`src/rtl/acc_cpu_p_pkg.sv`:
```
// Shared constants for the parametrised accumulator CPU: opcodes, FSM state
// encoding (also the debug sc value) and ALU operation selects.
package acc_cpu_p_pkg;

  localparam logic [3:0] OP_NOP  = 4'h0;
  localparam logic [3:0] OP_LDI  = 4'h1;
  localparam logic [3:0] OP_LD   = 4'h2;
  localparam logic [3:0] OP_ADDI = 4'h3;
  localparam logic [3:0] OP_ADD  = 4'h4;
  localparam logic [3:0] OP_ST   = 4'h5;
  localparam logic [3:0] OP_JUMP = 4'h6;
  localparam logic [3:0] OP_SUBI = 4'h7;
  localparam logic [3:0] OP_SUB  = 4'h8;
  localparam logic [3:0] OP_JZ   = 4'h9;
  localparam logic [3:0] OP_JC   = 4'hA;
  localparam logic [3:0] OP_HALT = 4'hF;

  typedef enum logic [2:0] {
    ST_F0  = 3'd0,
    ST_F1  = 3'd1,
    ST_F2  = 3'd2,
    ST_DEC = 3'd3,
    ST_O1  = 3'd4,
    ST_O2  = 3'd5,
    ST_EX  = 3'd6,
    ST_HLT = 3'd7
  } state_t;

  typedef enum logic [2:0] {
    ALU_PASS_A = 3'd0,
    ALU_PASS_B = 3'd1,
    ALU_INC    = 3'd2,
    ALU_ADD    = 3'd3,
    ALU_SUB    = 3'd4
  } alu_op_t;

  // Every defined opcode between LDI and JC carries an operand word.
  function automatic logic has_operand(input logic [3:0] op);
    return (op >= OP_LDI) && (op <= OP_JC);
  endfunction

endpackage

```
`src/rtl/acc_cpu_p_alu.sv`:
```
// Combinational ALU: (DW+1)-bit add/sub so carry/borrow falls out of the top bit.
module acc_cpu_p_alu
  import acc_cpu_p_pkg::*;
#(
  parameter int DW = 8
) (
  input  logic [DW-1:0] a,
  input  logic [DW-1:0] b,
  input  alu_op_t       op,
  output logic [DW-1:0] result,
  output logic          carry,
  output logic          zero
);

  logic [DW:0] wide;

  always_comb begin
    wide = '0;
    case (op)
      ALU_PASS_A: wide = {1'b0, a};
      ALU_PASS_B: wide = {1'b0, b};
      ALU_INC:    wide = {1'b0, a} + {{DW{1'b0}}, 1'b1};
      ALU_ADD:    wide = {1'b0, a} + {1'b0, b};
      ALU_SUB:    wide = {1'b0, a} - {1'b0, b};
      default:    wide = {1'b0, a};
    endcase
  end

  assign result = wide[DW-1:0];
  assign carry  = wide[DW];
  assign zero   = (wide[DW-1:0] == '0);

endmodule

```
`src/rtl/acc_cpu_p.sv`:
```
// Multi-cycle single-accumulator CPU with Z/C flags and a stalling memory port.
// Define ACC_CPU_P_ILLEGAL_TRAP_EN to trap undefined opcodes into HLT with illegal=1.
//
// state | meaning
// F0    | mar <- pr
// F1    | pr <- pr+1, start opcode read
// F2    | ir <- mem[mar], wait for mem_ready
// DEC   | decode: NOP->F0, HALT->HLT, operand ops -> mar <- pr
// O1    | pr <- pr+1, start operand read
// O2    | operand arrives: immediate/jump finish, memory ops latch address
// EX    | LD/ADD/SUB read or ST write, wait for mem_ready
// HLT   | stopped, no memory traffic, leave only by reset
module acc_cpu_p
  import acc_cpu_p_pkg::*;
#(
  parameter int DW = 8,
  parameter int AW = 8
) (
  input  logic          clk,
  input  logic          rst,
  output logic [AW-1:0] adrs,
  input  logic [DW-1:0] din,
  output logic [DW-1:0] dout,
  output logic          mem_read,
  output logic          mem_write,
  input  logic          mem_ready,
  output logic [AW-1:0] pr,
  output logic [AW-1:0] mar,
  output logic [DW-1:0] ir,
  output logic [DW-1:0] gr,
  output logic [1:0]    flags,
  output logic [2:0]    sc,
  output logic          halted,
  output logic          illegal
);

  state_t        state;
  logic [3:0]    op;
  logic [DW-1:0] alu_a;
  logic [DW-1:0] alu_res;
  logic          alu_c;
  logic          alu_z;
  alu_op_t       alu_op;

  assign op   = ir[3:0];
  assign sc   = state;
  assign adrs = (mem_read | mem_write) ? mar : '0;
  assign dout = mem_write ? gr : '0;

  // The ALU also serves as the PR incrementer; truncation gives the 2^AW wrap.
  always_comb begin
    alu_a  = gr;
    alu_op = ALU_PASS_A;
    if (state == ST_F1 || state == ST_O1) begin
      alu_a  = DW'(pr);
      alu_op = ALU_INC;
    end else begin
      case (op)
        OP_LDI, OP_LD:   alu_op = ALU_PASS_B;
        OP_ADDI, OP_ADD: alu_op = ALU_ADD;
        OP_SUBI, OP_SUB: alu_op = ALU_SUB;
        default:         alu_op = ALU_PASS_A;
      endcase
    end
  end

  acc_cpu_p_alu #(.DW(DW)) u_alu (
    .a      (alu_a),
    .b      (din),
    .op     (alu_op),
    .result (alu_res),
    .carry  (alu_c),
    .zero   (alu_z)
  );

`ifdef ACC_CPU_P_ILLEGAL_TRAP_EN
  logic trap;
  assign illegal = trap;
`else
  assign illegal = 1'b0;
`endif

  always_ff @(posedge clk or negedge rst) begin
    if (!rst) begin
      state     <= ST_F0;
      pr        <= '0;
      mar       <= '0;
      ir        <= '0;
      gr        <= '0;
      flags     <= '0;
      mem_read  <= 1'b0;
      mem_write <= 1'b0;
      halted    <= 1'b0;
`ifdef ACC_CPU_P_ILLEGAL_TRAP_EN
      trap      <= 1'b0;
`endif
    end else begin
      case (state)
        ST_F0: begin
          mar   <= pr;
          state <= ST_F1;
        end
        ST_F1: begin
          pr       <= alu_res[AW-1:0];
          mem_read <= 1'b1;
          state    <= ST_F2;
        end
        ST_F2: begin
          if (mem_ready) begin
            ir       <= din;
            mem_read <= 1'b0;
            state    <= ST_DEC;
          end
        end
        ST_DEC: begin
          if (op == OP_NOP) begin
            state <= ST_F0;
          end else if (op == OP_HALT) begin
            halted <= 1'b1;
            state  <= ST_HLT;
          end else if (has_operand(op)) begin
            mar   <= pr;
            state <= ST_O1;
          end else begin
`ifdef ACC_CPU_P_ILLEGAL_TRAP_EN
            trap   <= 1'b1;
            halted <= 1'b1;
            state  <= ST_HLT;
`else
            state  <= ST_F0;
`endif
          end
        end
        ST_O1: begin
          pr       <= alu_res[AW-1:0];
          mem_read <= 1'b1;
          state    <= ST_O2;
        end
        ST_O2: begin
          if (mem_ready) begin
            mem_read <= 1'b0;
            state    <= ST_F0;
            case (op)
              OP_LDI, OP_ADDI, OP_SUBI: begin
                gr    <= alu_res;
                flags <= {alu_c, alu_z};
              end
              OP_JUMP: pr <= din[AW-1:0];
              OP_JZ:   if (flags[0]) pr <= din[AW-1:0];
              OP_JC:   if (flags[1]) pr <= din[AW-1:0];
              OP_ST: begin
                mar       <= din[AW-1:0];
                mem_write <= 1'b1;
                state     <= ST_EX;
              end
              OP_LD, OP_ADD, OP_SUB: begin
                mar      <= din[AW-1:0];
                mem_read <= 1'b1;
                state    <= ST_EX;
              end
              default: ;
            endcase
          end
        end
        ST_EX: begin
          if (mem_ready) begin
            mem_read  <= 1'b0;
            mem_write <= 1'b0;
            state     <= ST_F0;
            if (op != OP_ST) begin
              gr    <= alu_res;
              flags <= {alu_c, alu_z};
            end
          end
        end
        ST_HLT: ;
        default: state <= ST_F0;
      endcase
    end
  end

endmodule

```
`config.mk`:
```
export PLATFORM = sky130hd
export DESIGN_NAME = acc_cpu_p
export DESIGN_NICKNAME = d
export VERILOG_FILES = /design/src/rtl/acc_cpu_p_pkg.sv /design/src/rtl/acc_cpu_p_alu.sv /design/src/rtl/acc_cpu_p.sv
export SDC_FILE = /design/constraint.sdc
export NUM_CORES = 1
export LEC_CHECK = 0
export ABC_CLOCK_PERIOD_IN_PS = 3200
export BUFFER_PORTS_ARGS = -buffer_cell sky130_fd_sc_hd__buf_2
export CORE_MARGIN = 4
export CORE_UTILIZATION = 50
export DETAILED_ROUTE_END_ITERATION = 10
export PLACE_DENSITY_LB_ADDON = 0.15
export SETUP_SLACK_MARGIN = 0.2
export SLEW_MARGIN = 20
export SYNTH_ARGS = -nofsm -noshare
export SYNTH_HDL_FRONTEND = slang
export SYNTH_SLANG_ARGS = --single-unit
```
`constraint.sdc`:
```
create_clock -name clk -period 3.2 [get_ports clk]
set_clock_uncertainty 0.1 [all_clocks]
set_input_delay 0.96 -clock clk [delete_from_list [all_inputs] [get_ports clk]]
set_output_delay 0.96 -clock clk [all_outputs]
set_load 0.1 [all_outputs]
```
==> out/qor.yml, run 1 <==
route:
  drt_iter0_markers: 304
  wl_per_cell_um: 18.3
  dr.pass1.iters: 6
  wirelength_um: 10600
  drc: 0
  via_count: 3449
  postRouteAntennaNets: 0
  viasPerCell: 5.95
finish:
  synthToLayoutAreaGrowth_pct: 44.8
  regArea_um2: 1020
  stdcell_area_um2: 4530
  nets: 526
  fin_cells: 580
  fill_cells: 449
  multi_input_area_um2: 2370
  drive_above_1_share_pct: 48.7
  diodes: 0
synthesis:
  netlist_area_um2: 3130
  synthCells: 392
  synth_edf_count: 0
  synth_top_area_share_pct: 32.0
  ys_top_cells_by_area: "dfrtp_1 (32%), o21ai_0 (7.0%), mux2_2 (6.5%)"
  seq_area_frac_synth_pct: 32.0
  syn-num-nets: 414
  ys_seq_elements: 40
  synthArstFlopShare_pct: 100
  postSynthAreaPerCell_um2: 7.97
  yosysTopAreaCell: "dfrtp_1"
  yosys_warnings: 0
  synthFlopType: "dfrtp_1"
  synth.distinct_cells: 54
worst_setup_path:
  crit_arrival_ps: 3320
  reg2reg_slack_ps: -10
  r2r_start: "sc[2]"
  critPathLaunchType: "flip-flop"
  reg2reg_to: "flags[0]"
  cp_top_family: "compound AO/OA/AOI/OAI gates"
  reg2regPathDepth: 16
  crit_path_cell_trace: "xnor2_4, nor2_4, nor3_4, buf_6, a22oi_2, o21ai_4, fa_2, buf_4, buf_6, buf_4, xor2_2, nand3_1, nor2_1, o2111ai_1, nor4_2, a21o_1"
  cp_slowest_cell: "dfrtp_4"
  cpPeakStageDelay_ps: 510
  crit_fanout: 4
  cp_num_buf_inv: 4
  required_ps: 3310
  critical_path_class: "reg2reg"
  worst_setup_path_end_kind: "flip-flop"
placed_design:
  dp.cells: 556
  placed_area_um2: 3970
  port_buffers: 66
  place.gp.congestion: 0.943
  hpwl_um: 7660
floorplanning:
  die_h_um: 87.1
  initial_core_util_pct: 52.2
  die-area_um2: 7580
  fp.dieW_um: 87.1
  row_count: 28
  ios: 68
  core_um2: 5990
sta:
  rsz0062_at_grt: "yes"
  fin_crit_sh_pct: 100
  min_period_ps: 3210
  fmax_ghz: 0.311
  setup_ws_ps: -10.8
  setup_viol: 1
  slew_violations: 0
  worst_pin_slew_ps: 922
  fin_setup_tns_ps: -10.8
  hold_viol_final: 0
  slew_headroom_pct: 38.6
global_route:
  grt_pass1_wl_um: 17000
  antenna_found_initial: 0
  grt-ovfl-total: 0
  grt_pass1_vias: 3268
  grtUsageTotal_pct: 28.7
  grt_max_degree: 41
min_path:
  hold-path-endpoint: "ir[5]"
  min_path_cells: 1
  min_from: "ir[5]"
  hp-class: "reg2reg"
clock_network:
  clockRootBuffer: "clkbuf_8"
  htreeDepth: 2
  holdBufCountCts: 0
  clk_latency_ps: 310
  cts_made_buffers: 5
  cts_tree: "yes"
  cts.sinks: 40
  clk_pin_slew_ps: 90
  clock_path_buffers: 2
job:
  drv_cap: 0
outcome:
  violations: "setup timing"
  status: "complete, but fails checks"
power_and_ir_drop:
  leakagePower_nw: 2.10
  ir_drop_mv: 0.166
  power_density_nw_per_um2: 242
==> worst max-delay path by stage <==
stage | start | end | slack [ps] | cells past startpoint
2_1_floorplan | sc[2] | flags[0] | -100 | 16
3_3_place_gp | din[0] | flags[0] | -320 | 13
3_5_place_dp | din[0] | flags[0] | -390 | 13
4_1_cts | ir[2] | flags[0] | 10 | 13
5_1_grt | sc[2] | flags[1] | -140 | 15
6_report | sc[2] | flags[0] | -10 | 16
==> registers in the layout (all words and copies together) (netlist names) <==
signal and flops:
mem_read 1, pr 8, mar 8, sc 3, flags 2, ir 8, gr 8, halted 1
mem_write 1
==> where the power goes <==
part,switching [mW],internal (mW)
clock,0.205,0.235
combinational,0.0865,0.0645
sequential,0.000425,0.505
==> per-layer routing <==
metal / GRT usage (%) / vias up / routed length [um]
met4: 8.78 / 0 / 250
met1: 39.5 / 1656 / 4450
met2: 46.9 / 142 / 5100
met3: 3.97 / 23 / 803
met5: 0 / - / 0
li1: - / 1628 / -
==> worst register-to-register path, cell delays in order, from the launching register on <==
cell and delay (ps):
dfrtp_4 510, xnor2_4 140, nor2_4 240, nor3_4 80, buf_6 140, a22oi_2 230
o21ai_4 100, fa_2 400, buf_4 150, buf_6 100, buf_4 130, xor2_2 170
nand3_1 80, nor2_1 50, o2111ai_1 270, nor4_2 60, a21o_1 160
==> cell usage after synthesis (all sizes together) (3+ instances only) <==
library cell	number
o21ai	45
nand2	42
dfrtp	40
nor2	37
a21oi	30
clkbuf	20
mux2	18
inv	13
nor2b	12
a31oi	11
and2	11
ha	10
nand2b	8
buf	7
mux2i	7
nand3	7
o21a	7
nor3	6
nor4	5
a21o	4
or3	4
xor2	4
a222oi	3
and2b	3
o2111ai	3
o221ai	3
o22ai	3
o32ai	3
==> cells in the final DEF, fill, tap and decap left out, types with 3 or more instances in the layout <==
master,n
a222oi_1,3
ha_2,4
mux2_2,16
and2_2,8
nor2_2,4
xor2_1,3
a31oi_1,10
o21a_1,7
buf_2,64
o21ai_1,7
ha_1,3
ha_4,3
o21ai_2,9
nor2_1,31
inv_1,11
nand2_1,40
a21oi_1,21
o221ai_1,3
dfrtp_2,3
o21ai_0,28
nand3_1,6
buf_4,56
buf_6,12
nor3_1,4
a21oi_2,7
a21o_1,4
nor2b_2,8
or3_1,3
dfrtp_4,4
dfrtp_1,33
nand2b_1,7
nor4_1,3
clkbuf_8,5
mux2i_1,5
==> kinds of logic after synthesis <==
group	Yosys count	synth area share, %
other	1	0.120
DFF	40	32.0
muxes	25	8.73
buffers and inverters	40	5.44
adders and majority gates	11	4.64
xor gates and xnor gates	6	1.68
AOI/OAI and AO/OA	128	25.6
and+or+nand+nor	141	21.8
==> timing repair <==
item	4_1_cts	5_1_grt
buffers inserted	10	6
pin swaps	27	22
endpoints found under the setup margin	15	13
resized for setup	51	32
endpoints found under the hold margin	0	0
==> stage by stage <==
step | hold slack, ps | power [mW] | util (%) | setup slack, ps
6_report | 416 | 1.10 | 75.6 | -10.8
5_1_grt | 452 | 1.13 | 75.6 | -138
4_1_cts | 418 | 1.08 | 72.5 | 13.6
3_5_place_dp | 398 | 0.635 | 66.2 | -393
3_3_place_gp | 353 | 0.633 | 66.2 | -324
2_1_floorplan | 564 | 0.578 | - | -97.5
==> layout make-up <==
class                           instances  share of cell area, %
Timing Repair Buffer                  132                   19.3
Clock buffer                            5                   1.52
Tap cell                               75                   2.07
Inverter                               13                   1.19
Sequential cell                        40                   22.5
Clock inverter                          3                   1.05
Multi-Input combinational cell        312                   52.3
Note: power is estimated with default switching activity, not from simulation.
==> run 2: changes to the inputs <==
--- a/config.mk
+++ b/config.mk
@@ -7,8 +7,10 @@
 export LEC_CHECK = 0
 export ABC_CLOCK_PERIOD_IN_PS = 3200
 export BUFFER_PORTS_ARGS = -buffer_cell sky130_fd_sc_hd__buf_2
+export CELL_PAD_IN_SITES_DETAIL_PLACEMENT = 1
+export CELL_PAD_IN_SITES_GLOBAL_PLACEMENT = 1
 export CORE_MARGIN = 4
-export CORE_UTILIZATION = 50
+export CORE_UTILIZATION = 36
 export DETAILED_ROUTE_END_ITERATION = 10
 export PLACE_DENSITY_LB_ADDON = 0.15
 export SETUP_SLACK_MARGIN = 0.2
==> run 2 against run 1 <==
  * The run still ends with setup timing left
  * Maximum frequency fell by 1.6%
  * Die area is 35% higher
  * Flip-flop and latch count did not move
  * Worst setup slack got worse by 51 ps
  * Critical path type unchanged
  * Critical endpoint is now flags[1]
==> out/qor.yml, run 2 (synthesized netlist as in run 1, its figures left out) <==
clock_network:
  clockRootBuffer: "clkbuf_8"
  htreeDepth: 2
  clock_path_buffers: 2
  holdBufCountCts: 0
  clk_latency_ps: 310
  cts_tree: "yes"
  cts_made_buffers: 5
  cts.sinks: 40
  clk_pin_slew_ps: 90
worst_setup_path:
  r2r_start: "sc[2]"
  required_ps: 3320
  cp-startpoint: "sc[2]"
  critPathLaunchType: "flip-flop"
  crit_fanout: 7
  crit_arrival_ps: 3380
  worst_setup_path_end_kind: "flip-flop"
  cp_slowest_cell: "dfrtp_4"
  cpPeakStageDelay_ps: 520
  critical_path_class: "reg2reg"
  crit_path_cell_trace: "xnor2_4, nor2_4, buf_6, buf_12, mux2_4, ha_4, nor2b_4, o2111ai_2, a31oi_2, buf_4, o21ai_1, nand2b_1, xor2_1, o31ai_1"
sta:
  whs_ps: 380
  slew_violations: 0
  rsz0062_at_grt: "yes"
  setup_viol: 2
  setup_ws_ps: -61.4
  fin_crit_sh_pct: 102
  hold_viol_final: 0
  fin_setup_tns_ps: -92.1
  min_period_ps: 3260
  slew_headroom_pct: 61.6
  worst_pin_slew_ps: 573
  fmax_ghz: 0.307
finish:
  synthToLayoutAreaGrowth_pct: 47.3
  nets: 528
  drive_above_1_share_pct: 49.3
  mostFrequentLayoutCells: "buf_2 (64), buf_4 (60), nand2_1 (41), dfrtp_1 (33), nor2_1 (30)"
  diodes: 0
  fill_cells: 1001
  final_common_cell: "buf_2"
route:
  wirelength_um: 11800
  drt_iter0_markers: 254
  wl_per_cell_um: 19.2
  via_count: 3428
  drc: 0
  postRouteAntennaNets: 0
  dr.pass1.iters: 4
  viasPerCell: 5.60
placed_design:
  place.gp.congestion: 0.874
  hpwl_um: 8730
  port_buffers: 66
job:
  drv_cap: 0
power_and_ir_drop:
  p_switching_mw: 0.307
  p_seq_share_pct: 45.4
  internal_power_mw: 0.809
  comb_power_share_pct: 14.2
  ir_drop_mv: 0.153
  power_density_nw_per_um2: 242
  leakagePower_nw: 2.12
  p_clk_share_pct: 40.4
  switching_share_pct: 27.5
floorplanning:
  ios: 68
  initial_core_util_pct: 37.5
  fp.dieW_um: 101
  die_h_um: 101
  die-area_um2: 10200
  core_um2: 8340
  row_count: 33
global_route:
  grt_max_degree: 28
  antenna_found_initial: 1
  grt_pass1_wl_um: 18900
  grtUsageTotal_pct: 23.4
  grt_pass1_vias: 3551
  grt-ovfl-total: 0
outcome:
  violations: "setup timing"
  status: "complete, but fails checks"
min_path:
  hp-class: "reg2reg"
  min_from: "halted"
==> run 2: changes by cell type in the layout (fill, tap and decap cells not counted), sizes merged <==
cell	change
buf	+2
clkinv	-2
clkinvlp	+1
inv	+1
==> run 2: what timing repair did <==
item	4_1_cts	5_1_grt
pin swaps	25	18
setup buffers	14	3
gates resized for setup	60	22
endpoints found under the setup margin	21	13
==> run 2: layout make-up <==
type                            count  area (um2)  share of cell area [%]
Sequential cell                    40        1020                    22.1
Clock buffer                        5        68.8                    1.49
Inverter                           13        53.8                    1.17
Multi-Input combinational cell    312        2390                    52.0
Timing Repair Buffer              134         892                    19.4
Clock inverter                      3        46.3                    1.01
Tap cell                          105         131                    2.85
==> run 2: per-layer routing <==
layer | global-route usage [%] | wire length (um) | vias to the layer above
met5 | 0 | 0 | -
met4 | 5.42 | 124 | 0
met1 | 31.1 | 5160 | 1696
met3 | 2.20 | 554 | 10
met2 | 40.9 | 5920 | 93
li1 | - | - | 1629
==> run 2: power groups by stage <==
stage	Clock (mW)	Sequential [mW]	Combinational [mW]
floorplan	0	0.521	0.0567
global placement	0	0.516	0.124
finish	0.451	0.506	0.159
global route	0.472	0.506	0.171
detailed placement	0	0.516	0.126
CTS	0.458	0.506	0.150
==> run 2: path summary, 6_finish.rpt <==
| check | slack (ps) | depth (start not counted) | end |
|---|---|---|---|
| min in group asynchronous | 430 | 1 | mem_read |
| min | 380 | 1 | halted |
| max | -60 | 14 | flags[1] |
| min reg2reg | 380 | 1 | halted |
| max reg2reg | -60 | 14 | flags[1] |
| max in group asynchronous | 1870 | 2 | gr[7] |
==> run 2: worst max-delay path, delay by kind of cell, from the launching register on <==
| kind | cells | cell delay [ps] |
|---|---|---|
| AO/OA/AOI/OAI | 4 | 690 |
| flip-flops | 1 | 520 |
| AND/OR/NAND/NOR | 3 | 510 |
| buffers and inverters | 3 | 460 |
| multiplexers | 1 | 320 |
| XOR/XNOR | 2 | 310 |
| adder cells (fa/ha/maj) | 1 | 260 |
==> run 2: stage by stage <==
stage	worst slack [ps]	util, %	instance area (um2)	instances	power, mW
2_1_floorplan	-97.5	-	3310	392	0.578
3_3_place_gp	-421	48.1	4010	587	0.640
3_5_place_dp	-567	48.1	4010	587	0.642
4_1_cts	-11.1	53.8	4490	609	1.11
5_1_grt	-177	55.2	4600	612	1.15
6_report	-61.4	55.2	4600	612	1.12
==> run 3: changes to the inputs <==
--- a/config.mk
+++ b/config.mk
@@ -5,12 +5,13 @@
 export SDC_FILE = /design/constraint.sdc
 export NUM_CORES = 1
 export LEC_CHECK = 0
+export ABC_AREA = 1
 export ABC_CLOCK_PERIOD_IN_PS = 3200
 export BUFFER_PORTS_ARGS = -buffer_cell sky130_fd_sc_hd__buf_2
 export CELL_PAD_IN_SITES_DETAIL_PLACEMENT = 1
 export CELL_PAD_IN_SITES_GLOBAL_PLACEMENT = 1
 export CORE_MARGIN = 4
-export CORE_UTILIZATION = 36
+export CORE_UTILIZATION = 35
 export DETAILED_ROUTE_END_ITERATION = 10
 export PLACE_DENSITY_LB_ADDON = 0.15
 export SETUP_SLACK_MARGIN = 0.2
==> run 3 against run 2 <==
  * The run now ends clean
  * Area after synthesis rose by 5.0%
  * Global-route usage fell by 2.3 points
  * Routed wire length rose by 2.5%
  * Final cell count rose by 18%
  * Count of clock-buffer cells in the layout did not move
  * Core utilization fell by 2.9 points
  * First-iteration DRC count fell by 64%
  * Critical path type is now in2reg
  * Largest cell class unchanged
==> out/qor.yml, run 3 <==
worst_setup_path:
  critical_path_class: "in2reg"
  cp_slowest_cell: "ha_1"
  crit_path_cell_trace: "buf_2, buf_6, inv_4, nand2_4, nor3_4, inv_2, a21oi_4, a311oi_2, ha_1, nand2_2, nor2_2, nand2_2, nand2_2, nand2_2, nand3_2, nand2_2, buf_4, o21ai_2, a21oi_2"
  required_ps: 3280
  reg2reg_slack_ps: 160
  reg2reg_to: "pr[7]"
  crit_arrival_ps: 3140
  reg2regPathDepth: 19
  crit_top_cell: "nand2_2"
  crit_fanout: 3
  critPathLaunchType: "input port"
  cp_num_buf_inv: 5
  cpPeakStageDelay_ps: 370
  cp_top_family: "simple AND/OR/NAND/NOR gates"
  worst_setup_path_end_kind: "flip-flop"
  r2r_start: "ir[2]"
clock_network:
  clock_path_buffers: 2
  clockRootBuffer: "clkbuf_8"
  cts.sinks: 40
  cts_tree: "yes"
  holdBufCountCts: 0
  clk_latency_ps: 300
  clk_pin_slew_ps: 90
  cts_made_buffers: 5
  htreeDepth: 2
job:
  drv_cap: 0
route:
  via_count: 3615
  wl_per_cell_um: 16.7
  drt-met1-wl_um: 5440
  drt_iter0_markers: 92
  postRouteAntennaNets: 0
  drc: 0
  highest_layer: "met4"
  wirelength_um: 12100
  dr.pass1.iters: 4
  wl_met2_um: 6080
  viasPerCell: 5.01
  dr_wl_met3_um: 394
placed_design:
  hpwl_um: 8810
  port_buffers: 66
  place.gp.congestion: 0.838
min_path:
  hp-class: "reg2reg"
  min_from: "halted"
  hold-path-endpoint: "halted"
  min_path_cells: 2
synthesis:
  yosys_warnings: 0
  synthAdderAreaFrac_pct: 4.42
  synthArstFlopShare_pct: 100
  postSynthAreaPerCell_um2: 6.76
  synth_mux_area_share_pct: 0
  netlist_area_um2: 3280
  seq_area_frac_synth_pct: 30.5
  yosysMostFrequentCell: "nand2_1"
  yosysTopAreaCell: "dfrtp_1"
  synth_top_area_share_pct: 30.5
  synthFlopType: "dfrtp_1"
  synth_edf_count: 0
  synth_compound_area_share_pct: 15.6
  synth_top_family_by_area: "simple AND/OR/NAND/NOR gates"
  synthCells: 486
  ys_top_cells_by_area: "dfrtp_1 (30%), nand2_1 (14%), nor2_1 (8.3%)"
  synth-xor-area-share_pct: 0.534
  syn-num-nets: 508
  ys_seq_elements: 40
  synth-simple-area-share_pct: 36.7
  netlist_top_cells_count: "nand2_1 (119), nor2_1 (73), inv_1 (72)"
  synth.distinct_cells: 47
floorplanning:
  row_count: 35
  initial_core_util_pct: 35.7
  die-area_um2: 11000
  ios: 68
  fp.dieW_um: 105
  die_h_um: 105
  core_um2: 9200
sta:
  setup_viol: 0
  slew_headroom_pct: 52.8
  fmax_ghz: 0.328
  worst_pin_slew_ps: 708
  rsz0062_at_grt: "yes"
  hold_viol_final: 0
  slew_violations: 0
  fin_crit_sh_pct: 95.4
  min_period_ps: 3050
  fin_setup_tns_ps: 0
finish:
  final_common_cell: "nand2_1"
  synthToLayoutAreaGrowth_pct: 46.5
  mostFrequentLayoutCells: "nand2_1 (102), inv_1 (64), buf_2 (64), nor2_1 (56), buf_4 (54)"
  nets: 631
  drive_above_1_share_pct: 43.4
  fill_cells: 1179
  diodes: 0
outcome:
  status: "finished, final reports clean"
global_route:
  grt-ovfl-total: 0
  grtUsageTotal_pct: 21.0
  grt_max_degree: 27
  grt_pass1_vias: 3653
  antenna_found_initial: 0
  grt_pass1_wl_um: 18900
run 3: changes by cell type in the layout (fill, tap and decap cells not counted), moves of 14 or more:
| cell | change |
|---|---|
| mux2_2 | -16 |
| inv_1 | +53 |
| nand2_1 | +61 |
| nor2_1 | +26 |
| o21ai_0 | -14 |
| nand2_2 | +19 |
run 3: worst register-to-register path, delay by kind of cell, from the launching register on:
kind                       cells  cell delay (ps)
AOI/OAI and AO/OA              4              450
adders and majority gates      1              370
and+or+nand+nor               11             1060
DFF                            1              550
buffers and inverters          3              390
run 3: cell type report:
type                            instances  area, um2  area share [%]
Sequential cell                        40       1020            21.3
Multi-Input combinational cell        350       2270            47.2
Timing Repair Buffer                  128        868            18.1
Tap cell                              111        139            2.89
Clock inverter                          3       90.1            1.87
Inverter                               84        348            7.23
Clock buffer                            5       68.8            1.43
run 3: worst max-delay path by stage:
| stage | startpoint | endpoint | slack, ps | cells after the start |
|---|---|---|---|---|
| final | din[2] | pr[7] | 150 | 19 |
| after global routing | din[2] | pr[7] | -30 | 18 |
| after CTS | din[1] | flags[0] | 200 | 22 |
| after detailed placement | din[1] | flags[0] | -270 | 18 |
| after global placement | din[1] | flags[0] | -180 | 18 |
| after floorplan | ir[2] | pr[4] | 190 | 22 |
run 3: kinds of logic (layout without fill, tap and decap cells):
| kind of cell | after synthesis | count (layout) |
|---|---|---|
| flops | 40 | 40 |
| compound gates | 82 | 82 |
| other cells | 1 | 1 |
| simple gates | 254 | 254 |
| fa+ha+maj | 11 | 11 |
| xor+xnor | 2 | 2 |
| buf+inv | 96 | 220 |
run 3: repair_timing:
item / CTS / global route
setup endpoints to repair: 12 / 23
gates resized for setup: 32 / 63
pin swaps: 20 / 49
setup buffers: 14 / 19
run 3: stage by stage:
stage	instance area [um2]	instances	util [%]	setup slack [ps]	hold slack [ps]
finish	4810	721	52.3	149	369
global route	4810	721	52.3	-34.0	411
CTS	4400	702	47.8	201	376
detailed placement	4020	680	43.7	-268	355
global placement	4020	680	43.7	-178	340
floorplan	3410	486	-	186	564
run 3: layer usage:
metal	track usage [%]	vias to the layer above
met5	0	-
met4	3.47	0
met3	2.53	12
met2	36.5	77
met1	28.4	1743
li1	-	1783
Power of run 3 is not shown: default switching activity piles up to over one toggle a cycle in this logic, so the estimate is an artifact.
